`src/rtl/usb_rx_timer.sv`:
```
// Receive-side bit timing for the USB receiver: recovers bit timing from line edges,
// strobes mid-bit, counts data bits and bytes, and flags end-of-data and edge timeouts.
module usb_rx_timer #(
  parameter int unsigned CLKS_PER_BIT  = 8,
  parameter int unsigned SAMPLE_PT     = 4,
  parameter int unsigned BITS_PER_BYTE = 8,
  parameter int unsigned MAX_BYTES     = 64,
  parameter int unsigned TIMEOUT_CLKS  = 64
) (
  input  logic       clk,
  input  logic       n_rst,
  input  logic       rx_en,
  input  logic       rx_rst,
  input  logic       d_edge,
  input  logic       stuff_bit,
  output logic       shift_strobe,
  output logic       byte_received,
  output logic [7:0] byte_count,
  output logic       eod,
  output logic       err
);

  localparam int unsigned WCNT_W = (CLKS_PER_BIT > 1) ? $clog2(CLKS_PER_BIT) : 1;
  localparam int unsigned BCNT_W = $clog2(BITS_PER_BYTE + 1);
  localparam int unsigned ICNT_W = $clog2(TIMEOUT_CLKS + 1);

  localparam logic [WCNT_W-1:0] WCNT_ZERO = '0;
  localparam logic [WCNT_W-1:0] WCNT_ONE  = WCNT_W'(1);
  localparam logic [WCNT_W-1:0] WCNT_MAX  = WCNT_W'(CLKS_PER_BIT - 1);
  localparam logic [WCNT_W-1:0] WCNT_SMP  = WCNT_W'(SAMPLE_PT);
  localparam logic [BCNT_W-1:0] BCNT_ZERO = '0;
  localparam logic [BCNT_W-1:0] BCNT_ONE  = BCNT_W'(1);
  localparam logic [BCNT_W-1:0] BCNT_LAST = BCNT_W'(BITS_PER_BYTE - 1);
  localparam logic [ICNT_W-1:0] ICNT_ZERO = '0;
  localparam logic [ICNT_W-1:0] ICNT_ONE  = ICNT_W'(1);
  localparam logic [ICNT_W-1:0] ICNT_MAX  = ICNT_W'(TIMEOUT_CLKS);
  localparam logic [7:0]        BYTE_MAX  = 8'(MAX_BYTES);

  typedef enum logic [2:0] {
    S_IDLE,
    S_ARMED,
    S_RUN,
    S_DONE,
    S_ERROR
  } state_t;

  state_t            r_state;
  logic [WCNT_W-1:0] r_wcnt;
  logic [BCNT_W-1:0] r_bit_cnt;
  logic [ICNT_W-1:0] r_icnt;
  logic [7:0]        r_byte_count;
  logic              r_byte_received;
  logic              r_eod;
  logic              r_err;

  state_t            w_state_nxt;
  logic [WCNT_W-1:0] w_wcnt_nxt;
  logic [BCNT_W-1:0] w_bit_cnt_nxt;
  logic [ICNT_W-1:0] w_icnt_nxt;
  logic [7:0]        w_byte_count_nxt;
  logic              w_byte_received_nxt;
  logic              w_eod_nxt;
  logic              w_err_nxt;
  logic              w_timeout;
  logic              w_last_byte;

  // Strobe is a pure decode of registered state, so a same-cycle edge cannot mask it.
  assign shift_strobe  = (r_state == S_RUN) && (r_wcnt == WCNT_SMP);
  assign byte_received = r_byte_received;
  assign byte_count    = r_byte_count;
  assign eod           = r_eod;
  assign err           = r_err;

  always_comb begin
    // NOTE: every value written here gets a default first, so no latch can be inferred.
    w_state_nxt         = r_state;
    w_wcnt_nxt          = r_wcnt;
    w_bit_cnt_nxt       = r_bit_cnt;
    w_icnt_nxt          = r_icnt;
    w_byte_count_nxt    = r_byte_count;
    w_byte_received_nxt = 1'b0;
    w_eod_nxt           = r_eod;
    w_err_nxt           = r_err;
    w_timeout           = 1'b0;
    w_last_byte         = 1'b0;

    if (rx_rst) begin
      w_state_nxt      = S_IDLE;
      w_wcnt_nxt       = WCNT_ZERO;
      w_bit_cnt_nxt    = BCNT_ZERO;
      w_icnt_nxt       = ICNT_ZERO;
      w_byte_count_nxt = 8'd0;
      w_eod_nxt        = 1'b0;
      w_err_nxt        = 1'b0;
    end else if (!rx_en) begin
      // Partial byte is dropped; byte total and sticky flags survive.
      w_state_nxt   = S_IDLE;
      w_wcnt_nxt    = WCNT_ZERO;
      w_bit_cnt_nxt = BCNT_ZERO;
      w_icnt_nxt    = ICNT_ZERO;
    end else begin
      unique case (r_state)
        S_IDLE: begin
          if (r_eod)      w_state_nxt = S_DONE;
          else if (r_err) w_state_nxt = S_ERROR;
          else            w_state_nxt = S_ARMED;
        end
        S_ARMED: begin
          w_wcnt_nxt = WCNT_ZERO;
          if (d_edge) begin
            w_state_nxt = S_RUN;
            w_wcnt_nxt  = WCNT_ONE;
            w_icnt_nxt  = ICNT_ONE;
          end
        end
        S_RUN: begin
          // The edge cycle counts as width 0, hence reload to 1.
          if (d_edge)                  w_wcnt_nxt = WCNT_ONE;
          else if (r_wcnt == WCNT_MAX) w_wcnt_nxt = WCNT_ZERO;
          else                         w_wcnt_nxt = r_wcnt + WCNT_ONE;

          if (d_edge)                  w_icnt_nxt = ICNT_ONE;
          else if (r_icnt != ICNT_MAX) w_icnt_nxt = r_icnt + ICNT_ONE;

          w_timeout = !d_edge && (r_icnt == ICNT_MAX);

          if (shift_strobe && !stuff_bit) begin
            if (r_bit_cnt == BCNT_LAST) begin
              w_bit_cnt_nxt = BCNT_ZERO;
              if (r_byte_count != BYTE_MAX) begin
                w_byte_count_nxt    = r_byte_count + 8'd1;
                w_byte_received_nxt = 1'b1;
                w_last_byte         = (r_byte_count == BYTE_MAX - 8'd1);
              end
            end else begin
              w_bit_cnt_nxt = r_bit_cnt + BCNT_ONE;
            end
          end

          // A finishing byte is always counted; reaching the limit outranks a timeout.
          if (w_last_byte) begin
            w_eod_nxt   = 1'b1;
            w_state_nxt = S_DONE;
          end else if (w_timeout) begin
            w_err_nxt   = 1'b1;
            w_state_nxt = S_ERROR;
          end
        end
        S_DONE, S_ERROR: begin
          w_state_nxt = r_state;
        end
        default: begin
          w_state_nxt = S_IDLE;
        end
      endcase
    end
  end

  always_ff @(posedge clk) begin
    // NOTE: sequential state uses non-blocking assignments so all registers update together.
    if (!n_rst) begin
      r_state         <= S_IDLE;
      r_wcnt          <= WCNT_ZERO;
      r_bit_cnt       <= BCNT_ZERO;
      r_icnt          <= ICNT_ZERO;
      r_byte_count    <= 8'd0;
      r_byte_received <= 1'b0;
      r_eod           <= 1'b0;
      r_err           <= 1'b0;
    end else begin
      r_state         <= w_state_nxt;
      r_wcnt          <= w_wcnt_nxt;
      r_bit_cnt       <= w_bit_cnt_nxt;
      r_icnt          <= w_icnt_nxt;
      r_byte_count    <= w_byte_count_nxt;
      r_byte_received <= w_byte_received_nxt;
      r_eod           <= w_eod_nxt;
      r_err           <= w_err_nxt;
    end
  end

endmodule

```
`config.mk`:
```
export PLATFORM = sky130hd
export DESIGN_NAME = usb_rx_timer
export DESIGN_NICKNAME = d
export VERILOG_FILES = /design/src/rtl/usb_rx_timer.sv
export SDC_FILE = /design/constraint.sdc
export NUM_CORES = 1
export LEC_CHECK = 0
export CAP_MARGIN = 0
export CORE_MARGIN = 8
export CORE_UTILIZATION = 55
export DETAILED_ROUTE_END_ITERATION = 8
export PLACE_DENSITY = 0.78
export SYNTH_ARGS = -nofsm -noshare
export SYNTH_HDL_FRONTEND = slang
export SYNTH_SLANG_ARGS = --single-unit
export TNS_END_PERCENT = 50
```
`constraint.sdc`:
```
create_clock -name clk -period 2.3 [get_ports clk]
set_clock_uncertainty 0.05 [all_clocks]
set_input_delay 0.345 -clock clk [delete_from_list [all_inputs] [get_ports clk]]
set_output_delay 0.345 -clock clk [all_outputs]
set_load 0.01 [all_outputs]
```
; ---- After elaboration in Yosys (flattened, before gate mapping)
; Index checks and enable logic that the tools add are counted.
; Widths: inputs -> output; s select.
[op_classes]
n_addsub = 4
n_eq_ne = 14
n_mux = 22
bitwise = 7
reduce_logical = 17
[op_table]
columns = op, n
row1 = $mux 3, 7
row2 = $mux 7, 3
row3 = $pmux 7 s2, 1
row4 = $pmux 3 s4, 1
row5 = $eq 3x3->1 const B, 3
row6 = $reduce_and 3->1, 3
row7 = $add 8x1->8 const B, 1
row8 = $eq 8x6->1 const B, 1
row9 = $mux 1, 8
row10 = $ne 8x7->1 const B, 1
row11 = $add 7x1->7 const B, 1
row12 = $eq 7x7->1 const B, 1
row13 = $ne 7x7->1 const B, 1
row14 = $not 1->1, 7
row15 = $eq 3x2->1 const B, 2
row16 = $pmux 3 s2, 1
row17 = $reduce_or 6->1, 1
row18 = $reduce_and 5->1, 1
row19 = $add 4x1->4 const B, 1
row20 = $eq 4x3->1 const B, 1
row21 = $mux 4, 1
row22 = $reduce_and 4->1, 1
row23 = $reduce_or 2->1, 2
row24 = $add 3x1->3 const B, 1
row25 = 10 further kinds, 13
[word_totals]
register_bits = 28
inputBits = 6
out_inout_bits = 12

; ---- Longest topological paths before layout
[depth]
ltp_word = 9
depth_mapped = 7
mapped_depth_nobuf = 6

; ---- Least setup slack after synthesis
; Ideal clock, no wire load.
[synth_path]
path_kind = register to register
from = reg r_icnt[0]
to = reg r_icnt[6]
setup_time_ns = 0.070
t_arrival_ns = 1.825
required_ns = 2.180
setup_slack_ns = 0.355
stages_incl_launch_ff = 8
path_buffers = 1
path_cell_list = dfxtp_1 inv_1 ha_1 nor4bb_1 a221o_1 buf_6 or4_1 a21oi_1
[synth_between]
elab_chain_cells = 4
elab_cells_between_ends = 7
[synth_lines]
columns = element, line
row1 = "start, declared", 50  ; logic [ICNT_W-1:0] r_icnt;
row2 = "start signal, assigned", 174  ; r_icnt <= w_icnt_nxt;
row3 = $add 7x1->7, 123  ; else if (r_icnt != ICNT_MAX) w_icnt_nxt = r_icnt + ICNT_ONE;
row4 = $mux 7, 123
row5 = $mux 7, 122  ; if (d_edge) w_icnt_nxt = ICNT_ONE;
row6 = $pmux 7 s2, 102  ; unique case (r_state)
; Several ways; a longest one is shown, not always the timed one. The select of a mux whose other input is x is not followed.
; A chain may end at the register's enable or synchronous reset.

; ---- Worst setup path after layout
[layout_path]
from = reg r_state[0]
to = out shift_strobe
[layout_between]
elab_chain_cells = 2
[layout_lines]
columns = element, line
row1 = "start, declared", 47  ; state_t r_state;
row2 = "start signal, assigned", 171  ; r_state <= w_state_nxt;
row3 = $eq 3x2->1, 68  ; assign shift_strobe = (r_state == S_RUN) && (r_wcnt == WCNT_SMP);
row4 = $logic_and 1x1->1, 68
row5 = "end, declared", 16  ; output logic shift_strobe,
; No other way between the ends.

==> impl_metrics.py <==
metrics = {
    "run_status": {
        "status": "complete, no violations",
    },
    "sta": {
        "slew_headroom_pct": 71.8,
        "tns_ns": 0,
        "post-route-period-util_pct": 95.1,
        "setup_viol": 0,
        "rsz0062_at_grt": "false",
        "period_needed_ns": 2.19,
        "hold_viol_final": 0,
        "worstMarginPinSlew_ns": 0.419,
        "clock.fmax_mhz": 457,
        "slew_viol_final": 0,
    },
    "power_and_ir_drop": {
        "p_seq_share_pct": 62.5,
        "p_int_mw": 0.608,
        "cellPowerDensity_nw_per_um2": 419,
        "ir_drop_v": 0.000319,
        "power_frac_comb_pct": 6.8,
        "swShare_pct": 22.3,
        "power.leakage_nw": 0.647,
        "p_sw_mw": 0.174,
        "clock_power_share_pct": 30.8,
    },
    "setup_path": {
        "start_kind": "register",
        "crit_arrival_ns": 1.79,
        "crit_chain": "or3b_1 -> nor2_1 -> clkdlybuf4s50_1",
        "worstPathRequired_ns": 1.90,
        "cpPeakStageDelay_ns": 0.54,
        "worst-path-max-fanout": 7,
        "critical_path_class": "reg2out",
        "crit_slowest_cell": "clkdlybuf4s50_1",
        "ff2ff_setup_slack_ns": 0.22,
        "cp-end-kind": "output pin",
    },
    "final_layout": {
        "diodes": 0,
        "layout.cells.most_common_list": "dfxtp_1, a21oi_1, clkdlybuf4s50_1, nand3_1, nand2_1",
        "finish.utilization_pct": 68.3,
        "layout.nets": 226,
        "final_common_cell": "dfxtp_1",
        "area_delta_synth_final_pct": 18.5,
        "drive_gt1_share_pct": 9.48,
    },
    "drt": {
        "final_antenna_net_count": 0,
        "drc": 0,
        "num_vias": 1483,
        "wire_per_inst_um": 14.5,
        "drtIter0Drc": 115,
        "viasPerCell": 6.13,
        "routed_wl_um": 3520,
        "drt_first_pass_iters": 4,
    },
    "flow_run": {
        "maxCapViolations": 0,
    },
    "global_routing": {
        "gr-usage-met1_pct": 16.1,
        "grt_pass1_wl_um": 6040,
        "use_met2_pct": 26.0,
        "grt_overflow_total": 0,
        "grt_pass1_vias": 1391,
        "met3_usage_pct": 2.72,
        "grt_max_degree": 19,
        "grt_busiest_layer": "met2",
        "track_usage_pct": 14.3,
        "antenna_found_initial": 0,
    },
    "floorplanning": {
        "core-area_sq_um": 2730,
        "chipWidth_um": 69.5,
        "io-pin-count": 18,
        "num_rows": 19,
        "die-area_sq_um": 4830,
        "die_h_um": 69.5,
        "start_util_pct": 57.6,
    },
    "yosys": {
        "netlist_area_sq_um": 1580,
        "synth_nets": 201,
        "synth_warnings": 0,
        "syn_inst": 187,
        "async_reset_ff_share_pct": 0,
        "syn_area_per_cell_sq_um": 8.42,
        "ys_types": 42,
        "synth_ff_type": "dfxtp_1",
        "synth_seq_cells": 28,
        "ys_seq_area_share_pct": 35.6,
        "synth_edf_count": 0,
    },
    "placement": {
        "gp_congestion": 0.805,
        "hpwlAfterDp_um": 2680,
        "io_buffers": 17,
    },
    "cts": {
        "htree_levels": 1,
        "cts.clk_slew.worst_paths_ns": 0.15,
        "cts_tree": "yes",
        "numCtsBuffers": 3,
        "clockBufferDepth": 2,
        "clock-root-buffer": "clkbuf_4",
        "clkLatencyLatePin_ns": 0.33,
        "cts_num_sinks": 28,
    },
    "min_path": {
        "hp-class": "reg2reg",
    },
}
==> stage by stage <==
stage                     cells  hold WS (ns)  instance area [sq um]  power, mW  setup WS (ns)
after floorplan             187         0.403                   1580      0.530          0.355
after global placement      236         0.411                   1810      0.547          0.146
after detailed placement    236         0.432                   1810      0.550         0.0860
after CTS                   240         0.457                   1850      0.784         0.0391
after global routing        242         0.494                   1870      0.805         0.0297
final                       242         0.451                   1870      0.782          0.112
==> worst max-delay path, delay by kind of cell, from the launching register on <==
family | cells | cell delay, ns
flops | 1 | 0.40
buf+inv | 1 | 0.54
simple gates | 2 | 0.53
==> final timing paths <==
path                startpoint            to  depth (start not counted)
hold reg to reg   r_bit_cnt[3]  r_bit_cnt[3]                          2
setup reg to reg     r_icnt[1]     r_icnt[3]                          6
setup / recovery    r_state[0]  shift_strobe                          3
hold / removal    r_bit_cnt[3]  r_bit_cnt[3]                          2
==> logic make-up after synthesis <==
group	Yosys count	share of synthesized area (%)
XOR/XNOR	2	1.11
flip-flops	28	35.6
AND/OR/NAND/NOR	81	29.7
adder cells (fa/ha/maj)	8	6.35
AO/OA/AOI/OAI	45	18.7
buffers and inverters	17	4.76
multiplexers	6	3.81
==> registers in the layout (all words and copies together), names as in the netlist <==
register,cells
byte_received,1
eod,1
r_bit_cnt,4
byte_count,8
r_state,3
err,1
r_wcnt,3
r_icnt,7
==> power groups by stage <==
stage                     combinational, mW  clock (mW)  sequential, mW
after detailed placement             0.0487           0           0.501
after global routing                 0.0582       0.258           0.489
after global placement               0.0465           0           0.501
after floorplan                      0.0311           0           0.499
final                                0.0531       0.241           0.488
after CTS                            0.0490       0.244           0.491
==> cell usage after synthesis (3+ instances only) <==
master | n | area (sq um)
nand2_1 | 13 | 48.8
buf_2 | 3 | 15.0
a21oi_1 | 17 | 85.1
dfxtp_1 | 28 | 561
o21ai_0 | 4 | 20.0
nand3_1 | 14 | 70.1
inv_1 | 9 | 33.8
or4_1 | 8 | 60.1
o31ai_1 | 8 | 60.1
nor2_1 | 12 | 45.0
nor4_1 | 4 | 25.0
mux2i_1 | 6 | 60.1
nand2b_1 | 5 | 31.3
a21o_1 | 3 | 22.5
ha_1 | 8 | 100
nor3_1 | 8 | 40.0
clkbuf_1 | 4 | 15.0
==> metal layers <==
metal / wire length [um] / share of wire [%] / vias up
met2: 1830 / 52 / 29
li1: - / - / 755
met1: 1510 / 43 / 695
met5: 0 / 0 / -
met4: 37 / 1.1 / 0
met3: 140 / 4.0 / 4
==> timing repair <==
item	4_1_cts	5_1_grt
setup endpoints to repair	1	1
cloned	0	0
gates resized for setup	1	2
endpoints found under the hold margin	0	0
setup buffers	0	2
hold buffers	0	0
pin swaps	0	0
==> final cells by class <==
cell class / instances / area, sq um
timing repair buffer: 28 / 253
sequential: 28 / 566
fill: 226 / 867
inverter: 9 / 33.8
multi-input combinational: 142 / 940
tap: 31 / 38.8
clock buffer: 4 / 36.3
Note: power is estimated with default switching activity, not from simulation.
